--- src/rtl/enemy_sprite_reader_if.sv ---
// enemy_sprite_reader_if
//   Enemy request bus: per-pixel coordinates plus the is_obj/Obj_address
//   vectors that enemy instances present to the sprite reader.
//   master : producer side (enemy instances / pixel timing)
//   slave  : enemy_sprite_reader
//   Signals:
//     pix_valid        current PixelX/PixelY is a visible pixel
//     PixelX, PixelY   current pixel coordinates (9 bits each)
//     is_obj_vec       bit i = enemy i covers the current pixel
//     Obj_address_vec  enemy i sprite ROM address at [i*ADDR_W +: ADDR_W]
interface enemy_sprite_reader_if #(
    parameter int N_ENEMY = 4,
    parameter int ADDR_W  = 13
);
    logic                        pix_valid;
    logic [8:0]                  PixelX;
    logic [8:0]                  PixelY;
    logic [N_ENEMY-1:0]          is_obj_vec;
    logic [N_ENEMY*ADDR_W-1:0]   Obj_address_vec;

    modport master (
        output pix_valid, PixelX, PixelY, is_obj_vec, Obj_address_vec
    );

    modport slave (
        input  pix_valid, PixelX, PixelY, is_obj_vec, Obj_address_vec
    );
endinterface

--- src/rtl/enemy_sprite_reader.sv ---
// enemy_sprite_reader
//   Arbitrates N_ENEMY sprite requests per pixel (lowest index wins), reads
//   the shared sprite ROM and returns palette index + enemy id aligned with
//   the delayed pixel coordinates. Latency from request to is_enemy/Out_X/
//   Out_Y is 1+ROM_LAT cycles, one pixel per cycle, no stalls. Also counts
//   pixels covered by two or more enemies per frame (saturating at 255).
//   Optional build macro: ENEMY_HITBOX_DEBUG_EN -- transparent hit pixels are
//   shown with DEBUG_COLOR so the whole enemy box becomes visible.
//   Ports:
//     Clk, Reset           clock, synchronous active-high reset
//     frame_clk            frame strobe, rising edge starts a new frame
//     req                  request bus (enemy_sprite_reader_if.slave)
//     rom_addr / rom_data  sprite ROM address (registered) / data
//     is_enemy             opaque enemy pixel at Out_X/Out_Y
//     enemy_color          palette index (0 when is_enemy=0)
//     enemy_id             winning channel (0 when is_enemy=0)
//     Out_X, Out_Y         pixel coordinates aligned with is_enemy
//     overlap_frame        last completed frame had an overlapped pixel
//     overlap_count        overlapped-pixel count of last frame (saturating)
module enemy_sprite_reader #(
    parameter int                  N_ENEMY     = 4,
    parameter int                  ADDR_W      = 13,
    parameter int                  COLOR_W     = 4,
    parameter int                  ROM_LAT     = 1,
    parameter logic [COLOR_W-1:0]  TRANSPARENT = '0,
    parameter logic [COLOR_W-1:0]  DEBUG_COLOR = COLOR_W'(15),
    localparam int                 ID_W        = (N_ENEMY > 1) ? $clog2(N_ENEMY) : 1
) (
    input  logic                  Clk,
    input  logic                  Reset,
    input  logic                  frame_clk,
    enemy_sprite_reader_if.slave  req,
    output logic [ADDR_W-1:0]     rom_addr,
    input  logic [COLOR_W-1:0]    rom_data,
    output logic                  is_enemy,
    output logic [COLOR_W-1:0]    enemy_color,
    output logic [ID_W-1:0]       enemy_id,
    output logic [8:0]            Out_X,
    output logic [8:0]            Out_Y,
    output logic                  overlap_frame,
    output logic [7:0]            overlap_count
);

    // one extra bit so the ">=2" threshold is representable even for N_ENEMY=1
    localparam int CNT_W = $clog2(N_ENEMY + 1) + 1;

    // stage 0: arbitration and overlap detection
    logic              w_hit;
    logic              w_found;
    logic [ID_W-1:0]   w_win;
    logic [ADDR_W-1:0] w_win_addr;
    logic [CNT_W-1:0]  w_pop;
    logic              w_ovl;

    always_comb begin
        w_found    = 1'b0;
        w_win      = '0;
        w_win_addr = '0;
        w_pop      = '0;
        for (int unsigned i = 0; i < N_ENEMY; i++) begin
            w_pop = w_pop + CNT_W'(req.is_obj_vec[i]);
            if (req.is_obj_vec[i] && !w_found) begin
                w_found    = 1'b1;
                w_win      = ID_W'(i);
                w_win_addr = req.Obj_address_vec[i*ADDR_W +: ADDR_W];
            end
        end
        w_hit = req.pix_valid & w_found;
        w_ovl = req.pix_valid & (w_pop >= CNT_W'(2));
    end

    // stage 1 .. ROM_LAT: hit/id/coords travel alongside the ROM read
    logic              r_hit_p [ROM_LAT];
    logic [ID_W-1:0]   r_id_p  [ROM_LAT];
    logic [8:0]        r_x_p   [ROM_LAT];
    logic [8:0]        r_y_p   [ROM_LAT];

    // output stage decode
    logic              w_hit_d;
    logic              w_opaque;
    logic              w_show;
    logic [COLOR_W-1:0] w_fill;

    always_comb begin
        w_hit_d  = r_hit_p[ROM_LAT-1];
        w_opaque = (rom_data != TRANSPARENT);
        w_fill   = w_opaque ? rom_data : DEBUG_COLOR;
`ifdef ENEMY_HITBOX_DEBUG_EN
        w_show   = w_hit_d;
`else
        w_show   = w_hit_d & w_opaque;
`endif
    end

    always_ff @(posedge Clk) begin
        if (Reset) begin
            rom_addr    <= '0;
            is_enemy    <= 1'b0;
            enemy_color <= '0;
            enemy_id    <= '0;
            Out_X       <= '0;
            Out_Y       <= '0;
            for (int unsigned s = 0; s < ROM_LAT; s++) begin
                r_hit_p[s] <= 1'b0;
                r_id_p[s]  <= '0;
                r_x_p[s]   <= '0;
                r_y_p[s]   <= '0;
            end
        end else begin
            // address holds on non-hit cycles; the ROM output is masked by hit anyway
            if (w_hit) begin
                rom_addr <= w_win_addr;
            end
            r_hit_p[0] <= w_hit;
            r_id_p[0]  <= w_win;
            r_x_p[0]   <= req.PixelX;
            r_y_p[0]   <= req.PixelY;
            for (int unsigned s = 1; s < ROM_LAT; s++) begin
                r_hit_p[s] <= r_hit_p[s-1];
                r_id_p[s]  <= r_id_p[s-1];
                r_x_p[s]   <= r_x_p[s-1];
                r_y_p[s]   <= r_y_p[s-1];
            end
            is_enemy    <= w_show;
            enemy_color <= w_show ? w_fill : '0;
            enemy_id    <= w_show ? r_id_p[ROM_LAT-1] : '0;
            Out_X       <= r_x_p[ROM_LAT-1];
            Out_Y       <= r_y_p[ROM_LAT-1];
        end
    end

    // per-frame overlap statistics
    logic       r_fclk_d;
    logic [7:0] r_run_cnt;
    logic       w_frame_edge;

    assign w_frame_edge = frame_clk & ~r_fclk_d;

    always_ff @(posedge Clk) begin
        if (Reset) begin
            r_fclk_d      <= 1'b0;
            r_run_cnt     <= '0;
            overlap_count <= '0;
            overlap_frame <= 1'b0;
        end else begin
            r_fclk_d <= frame_clk;
            if (w_frame_edge) begin
                overlap_count <= r_run_cnt;
                overlap_frame <= (r_run_cnt != '0);
                // an overlap pixel on the edge cycle belongs to the new frame
                r_run_cnt     <= w_ovl ? 8'd1 : 8'd0;
            end else if (w_ovl && (r_run_cnt != 8'hFF)) begin
                r_run_cnt <= r_run_cnt + 8'd1;
            end
        end
    end

endmodule
--- src/flat_wrapper.sv ---
// flat-port wrapper written by rule: the top's interface ports become plain ports
module enemy_sprite_reader_flat 
#(
    parameter int                  N_ENEMY     = 4,
    parameter int                  ADDR_W      = 13,
    parameter int                  COLOR_W     = 4,
    parameter int                  ROM_LAT     = 1,
    parameter logic [COLOR_W-1:0]  TRANSPARENT = '0,
    parameter logic [COLOR_W-1:0]  DEBUG_COLOR = COLOR_W'(15),
    localparam int                 ID_W        = (N_ENEMY > 1) ? $clog2(N_ENEMY) : 1
)
  (Clk, Reset, frame_clk, rom_addr, rom_data, is_enemy, enemy_color, enemy_id, Out_X, Out_Y, overlap_frame, overlap_count, req_pix_valid, req_PixelX, req_PixelY, req_is_obj_vec, req_Obj_address_vec);
  enemy_sprite_reader_if #(.N_ENEMY(N_ENEMY), .ADDR_W(ADDR_W)) req_i ();
  input  logic Clk;
  input  logic Reset;
  input  logic frame_clk;
  output logic [ADDR_W-1:0] rom_addr;
  input  logic [COLOR_W-1:0] rom_data;
  output logic is_enemy;
  output logic [COLOR_W-1:0] enemy_color;
  output logic [ID_W-1:0] enemy_id;
  output logic [8:0] Out_X;
  output logic [8:0] Out_Y;
  output logic overlap_frame;
  output logic [7:0] overlap_count;
  input wire logic [$bits(req_i.pix_valid)-1:0] req_pix_valid;
  input wire logic [$bits(req_i.PixelX)-1:0] req_PixelX;
  input wire logic [$bits(req_i.PixelY)-1:0] req_PixelY;
  input wire logic [$bits(req_i.is_obj_vec)-1:0] req_is_obj_vec;
  input wire logic [$bits(req_i.Obj_address_vec)-1:0] req_Obj_address_vec;
  assign req_i.pix_valid = req_pix_valid;
  assign req_i.PixelX = req_PixelX;
  assign req_i.PixelY = req_PixelY;
  assign req_i.is_obj_vec = req_is_obj_vec;
  assign req_i.Obj_address_vec = req_Obj_address_vec;
  enemy_sprite_reader #(.N_ENEMY(N_ENEMY), .ADDR_W(ADDR_W), .COLOR_W(COLOR_W), .ROM_LAT(ROM_LAT), .TRANSPARENT(TRANSPARENT), .DEBUG_COLOR(DEBUG_COLOR)) u_core (.Clk(Clk), .Reset(Reset), .frame_clk(frame_clk), .req(req_i), .rom_addr(rom_addr), .rom_data(rom_data), .is_enemy(is_enemy), .enemy_color(enemy_color), .enemy_id(enemy_id), .Out_X(Out_X), .Out_Y(Out_Y), .overlap_frame(overlap_frame), .overlap_count(overlap_count));
endmodule
--- config.mk ---
export PLATFORM = sky130hd
export DESIGN_NAME = enemy_sprite_reader_flat
export DESIGN_NICKNAME = d
export VERILOG_FILES = /design/src/rtl/enemy_sprite_reader_if.sv /design/src/rtl/enemy_sprite_reader.sv /design/src/flat_wrapper.sv
export SDC_FILE = /design/constraint.sdc
export NUM_CORES = 1
export LEC_CHECK = 0
export BUFFER_PORTS_ARGS = -buffer_cell sky130_fd_sc_hd__clkbuf_2
export CORE_MARGIN = 5
export CORE_UTILIZATION = 30
export CTS_CLUSTER_DIAMETER = 100
export DETAILED_ROUTE_END_ITERATION = 12
export GPL_TIMING_DRIVEN = 0
export PLACE_DENSITY = 0.61
export SYNTH_ARGS = -nofsm -noshare
export SYNTH_HDL_FRONTEND = slang
export SYNTH_SLANG_ARGS = --single-unit
--- constraint.sdc ---
create_clock -name Clk -period 5 [get_ports Clk]
set_input_delay 0.75 -clock Clk [delete_from_list [all_inputs] [get_ports Clk]]
set_output_delay 0.75 -clock Clk [all_outputs]
set_load 0.01 [all_outputs]
Yosys cells after proc, flatten, opt, wreduce, memory -nomap -nowiden
Memories as Yosys holds them, arrays and structs flattened. A register that Yosys moved wholly into a read port is not among the register bits.
Index checks and enable logic that the tools add are counted.
Word-level totals
  bits in registers: 36
  memory bits (writable): 21
  input port bits: 82
  output and inout bits: 47
  word-level logic and storage cells: 64
  memories kept: 4
Cells by class
  add/subtract/negate cells: 4
  $lt $le $gt $ge: 1
  equality and inequality tests: 1
  mux-type cells: 26
  bitwise logic cells: 6
  reductions and logical operators: 15
Memory list
  u_core.r_x_p: depth 1, width 9, read ports 1, clocked after memory_dff 1, write ports 1, RTL line enemy_sprite_reader.sv:75  | logic [8:0] r_x_p [ROM_LAT];
  u_core.r_y_p: depth 1, width 9, read ports 1, clocked after memory_dff 1, write ports 1, RTL line enemy_sprite_reader.sv:76  | logic [8:0] r_y_p [ROM_LAT];
  u_core.r_id_p: depth 1, width 2, read ports 1, clocked after memory_dff 1, write ports 1, RTL line enemy_sprite_reader.sv:74  | logic [ID_W-1:0] r_id_p [ROM_LAT];
  u_core.r_hit_p: depth 1, width 1, read ports 1, clocked after memory_dff 0, write ports 1, RTL line enemy_sprite_reader.sv:73  | logic r_hit_p [ROM_LAT];
Operators with widths (number)
  $mux 13: 4
  $mux 9: 2
  $reduce_or 9->1: 2
  $mux 8: 2
  $mux 1: 14
  $add 4x1->4: 2
  $add 8x1->8 const B: 1
  $ne 8x8->1 const B: 1
  $reduce_bool 8->1: 1
  $mux 2: 3
  $and 1x1->1: 4
  $ge 4x2->1 const B: 1
  $logic_and 1x1->1: 4
  $mux 4: 1
  $reduce_bool 4->1: 1
  $reduce_or 2->1: 2
  $logic_not 1->1: 3
  $add 1x1->2: 1
  $not 1->1: 2
  $reduce_bool 2->1: 1
  $reduce_or 1->1: 1

Longest topological paths before layout
  depth after elaboration: 12
  mapped depth: 7
  depth with buffers taken out: 7

Worst setup path after synthesis
OpenSTA, ideal clock, no wires.
  path kind: input -> register
  start: input req_is_obj_vec[0]
  end: register u_core.r_run_cnt[3]
  library setup time: 0.070 ns
  data arrival time: 2.209 ns
  required time: 4.930 ns
  slack: 2.720 ns
  stages on the path: 7
  buffers on the path: 0
  path through: inv_1 ha_1 ha_1 a211o_1 nand2_1 or4_1 a21oi_1
On the way
  cells in the longest elaborated chain, start to end: 7
Ends and longest elaborated chain
  start, declared: RTL line flat_wrapper.sv:29  | input wire logic [$bits(req_i.is_obj_vec)-1:0] req_is_obj_vec;
  $add 1x1->2: RTL line enemy_sprite_reader.sv:61  | w_pop = w_pop + CNT_W'(req.is_obj_vec[i]);
  $add 4x1->4 (2 in series): RTL line enemy_sprite_reader.sv:61
  $ge 4x2->1: RTL line enemy_sprite_reader.sv:69  | w_ovl = req.pix_valid & (w_pop >= CNT_W'(2));
  $and 1x1->1: RTL line enemy_sprite_reader.sv:69
  $logic_and 1x1->1: RTL line enemy_sprite_reader.sv:152  | end else if (w_ovl && (r_run_cnt != 8'hFF)) begin
  $reduce_bool 2->1 (no line)
  end signal, assigned: RTL line enemy_sprite_reader.sv:151  | r_run_cnt <= w_ovl ? 8'd1 : 8'd0;
  end signal, assigned: RTL line enemy_sprite_reader.sv:153  | r_run_cnt <= r_run_cnt + 8'd1;
  end, declared: RTL line enemy_sprite_reader.sv:134  | logic [7:0] r_run_cnt;
No other way between the ends.
A chain may end at the register's enable or synchronous reset.

Worst setup path after layout
Ends and elaborated chain as after synthesis.

==> results.yml <==
pwr:
  p_per_area_nw_per_um2: 318.6
  irDropWorstVdd_v: 0.0001032
  p_leak_nw: 1.749
placement:
  gp_congestion: 0.7772
  port_buffers: 127
  detailed_place_hpwl_um: 6219
  dpl.cell_count: 558
  pre_cts_slack_ps: 2410
timing:
  finalCritPeriodShare_pct: 45.01
  max_slew_margin_pct: 60.86
  slew_violations: 0
  min_period_ps: 2250
  whs_ps: 427.3
  finalSetupViolCount: 0
  skew_ps: 9.367
  rsz0062_at_grt: "false"
  setup_ws_ps: 2750
  worstMarginPinSlew_ps: 587.2
  setup-tns-final_ps: 0
  hold_viol: 0
  fmax_ghz: 0.4444
route:
  ant_nets: 0
  drtPass1Iterations: 4
  drt-initial-drc-count: 94
  wl_per_cell_um: 13.45
  wl_um: 7721
  vias: 2610
  drc: 0
  via_per_inst: 4.547
synthesis:
  ys_types: 43
  async_flop_share_pct: 0
  yosysTopAreaCell: "dfxtp_1"
  yosys_warnings: 0
  yosysSeqAreaShare_pct: 52.94
  syn-num-nets: 386
  synth.most_common_cell: "dfxtp_1"
  syn_area_sq_um: 2912
  syn_inst: 298
  synth_top_area_share_pct: 52.94
  synth_common_cells: "dfxtp_1, nor2b_1, a22o_1, nand2_1, nor2_1"
  synth_edf_count: 0
  syn_area_per_cell_sq_um: 9.770
  synthTopCellsByArea: "dfxtp_1, nor2b_1, a22o_1"
  ys_ff_latch: 77
  synth_ff_type: "dfxtp_1"
clock_tree:
  path_clk_slew_ps: 90
  cts_resized: 0
  clock_latency_ps: 340
  clk_path_buf_depth: 2
  clkSinkCount: 77
  post-cts-setup-buffer-count: 0
  htreeDepth: 3
  ctsRootBufferMaster: "clkbuf_8"
  numCtsBuffers: 9
  hold_buffers: 0
  cts_tree: "built"
final_layout:
  multi_input_area_sq_um: 1271
  area_delta_synth_final_pct: 33.99
  fin_util_pct: 40.47
  fin_cells: 574
  nets: 524
  seqCellArea_sq_um: 1541
  antenna_cells: 0
  n_fill_cell: 1015
  final_layout_size_suffix_gt1_share_pct: 34.92
global_route:
  use_met2_pct: 22.37
  top_usage_layer: "met2"
  met1_usage_pct: 17.37
  grt_usage_pct: 13.64
  grt_first_pass_wirelength_um: 12720
  grt_overflow: 0
  grt_start_max_net_pins: 17
  grt_util_met3_pct: 3.104
  grt_pass1_vias: 2675
  antenna_found_initial: 0
floorplan:
  io-pin-count: 129
  dieHeight_um: 108.5
  std_cell_rows: 36
  die_area_sq_um: 11780
  die_w_um: 108.5
  core_sq_um: 9639
  start_util_pct: 30.21
setup_path:
  crit_fanout: 7
  critPathTopFamily: "simple AND/OR/NAND/NOR gates"
  cpMaxStageDelayCell: "or4_1"
  cpPeakStageDelay_ps: 540
  r2r_slack_ps: 3420
  crit_type: "in2reg"
  path_cells: "clkbuf_2 -> inv_1 -> ha_1 -> ha_1 -> a211o_1 -> nand2_1 -> or4_1 -> a21oi_1"
  timing.critical_path.mode_cell: "ha_1"
  crit_buf_inv: 2
  end_kind: "flip-flop"
  worstSetupStartpointType: "primary input"
  arrival_ps: 2530
  required_ps: 5280
outcome:
  outcome: "complete, no violations"
min_path:
  hold_class: "reg2reg"
flow_run:
  cap_violations: 0
[worst register-to-register path, cell delays in order (launching register included)]
cell	delay, ps
dfxtp_1	380
ha_1	290
and4_4	230
nor4b_1	390
mux2i_1	240
[placed cells by master, fill, tap and decap left out, types with 7 or more instances in the layout]
cell      synthesis  layout
a21oi_1          12      12
a221oi_1         12      12
a22o_1           23      23
and2_1            7       7
clkbuf_1         12      12
clkbuf_2          0     127
clkbuf_8          0       9
dfxtp_1          77      77
nand2_1          23      23
nor2_1           18      18
nor2b_1          41      41
nor3_1           14      14
[cells by family after synthesis]
group | share of synthesized area, %
AOI/OAI and AO/OA | 18.05
and+or+nand+nor | 22.69
adders and majority gates | 2.578
DFF | 52.94
muxes | 0.3438
buffers and inverters | 3.395
[cell type report]
class                      count  share of cell area, %
buffer                        18                  1.956
inverter                       6                 0.5773
clock inverter                 7                  1.636
multi-input combinational    197                  32.59
clock buffer                   9                  3.175
tap                          133                  4.266
sequential                    77                  39.51
timing repair buffer         127                  16.29
[routing by layer]
layer / wire length, um / vias up
li1: - / 1340
met3: 532 / 8
met2: 3606 / 102
met5: 0 / -
met1: 3485 / 1160
met4: 96 / 0
[state kept, by name, summed over array words and instances, names as in the netlist]
register              flops
u_core.r_run_cnt          8
u_core.overlap_count      8
u_core.r_x_p              9
u_core.r_fclk_d           1
u_core.rom_addr          13
u_core.is_enemy           1
u_core.r_y_p              9
u_core.enemy_id           2
u_core.Out_X              9
u_core.Out_Y              9
u_core.enemy_color        4
u_core.overlap_frame      1
u_core.r_hit_p            1
u_core.r_id_p             2
[power by group]
group	internal, mW	leakage, nW	switching, mW	total (mW)
combinational	0.0734	1.03	0.0800	0.153
sequential	0.639	0.633	0.0102	0.650
clock	0.192	0.0907	0.248	0.440
total	0.905	1.75	0.338	1.24
[metrics by stage]
stage / power, mW / cell area, sq um
after global placement: 0.8165 / 3714
after global routing: 1.316 / 3901
final: 1.243 / 3901
after floorplan: 0.7465 / 2912
after detailed placement: 0.8193 / 3714
after CTS: 1.263 / 3901
[path summary, 6_finish.rpt]
kind / to / from / cells past startpoint
worst max-delay path: u_core.r_run_cnt[3] / req_is_obj_vec[0] / 8
worst min-delay path: u_core.Out_Y[3] / u_core.r_y_p[0][3] / 1
worst max register to register: u_core.r_run_cnt[5] / u_core.r_run_cnt[0] / 4
worst min register to register: u_core.Out_Y[3] / u_core.r_y_p[0][3] / 1
No activity file was read; power rests on OpenSTA's default activity.
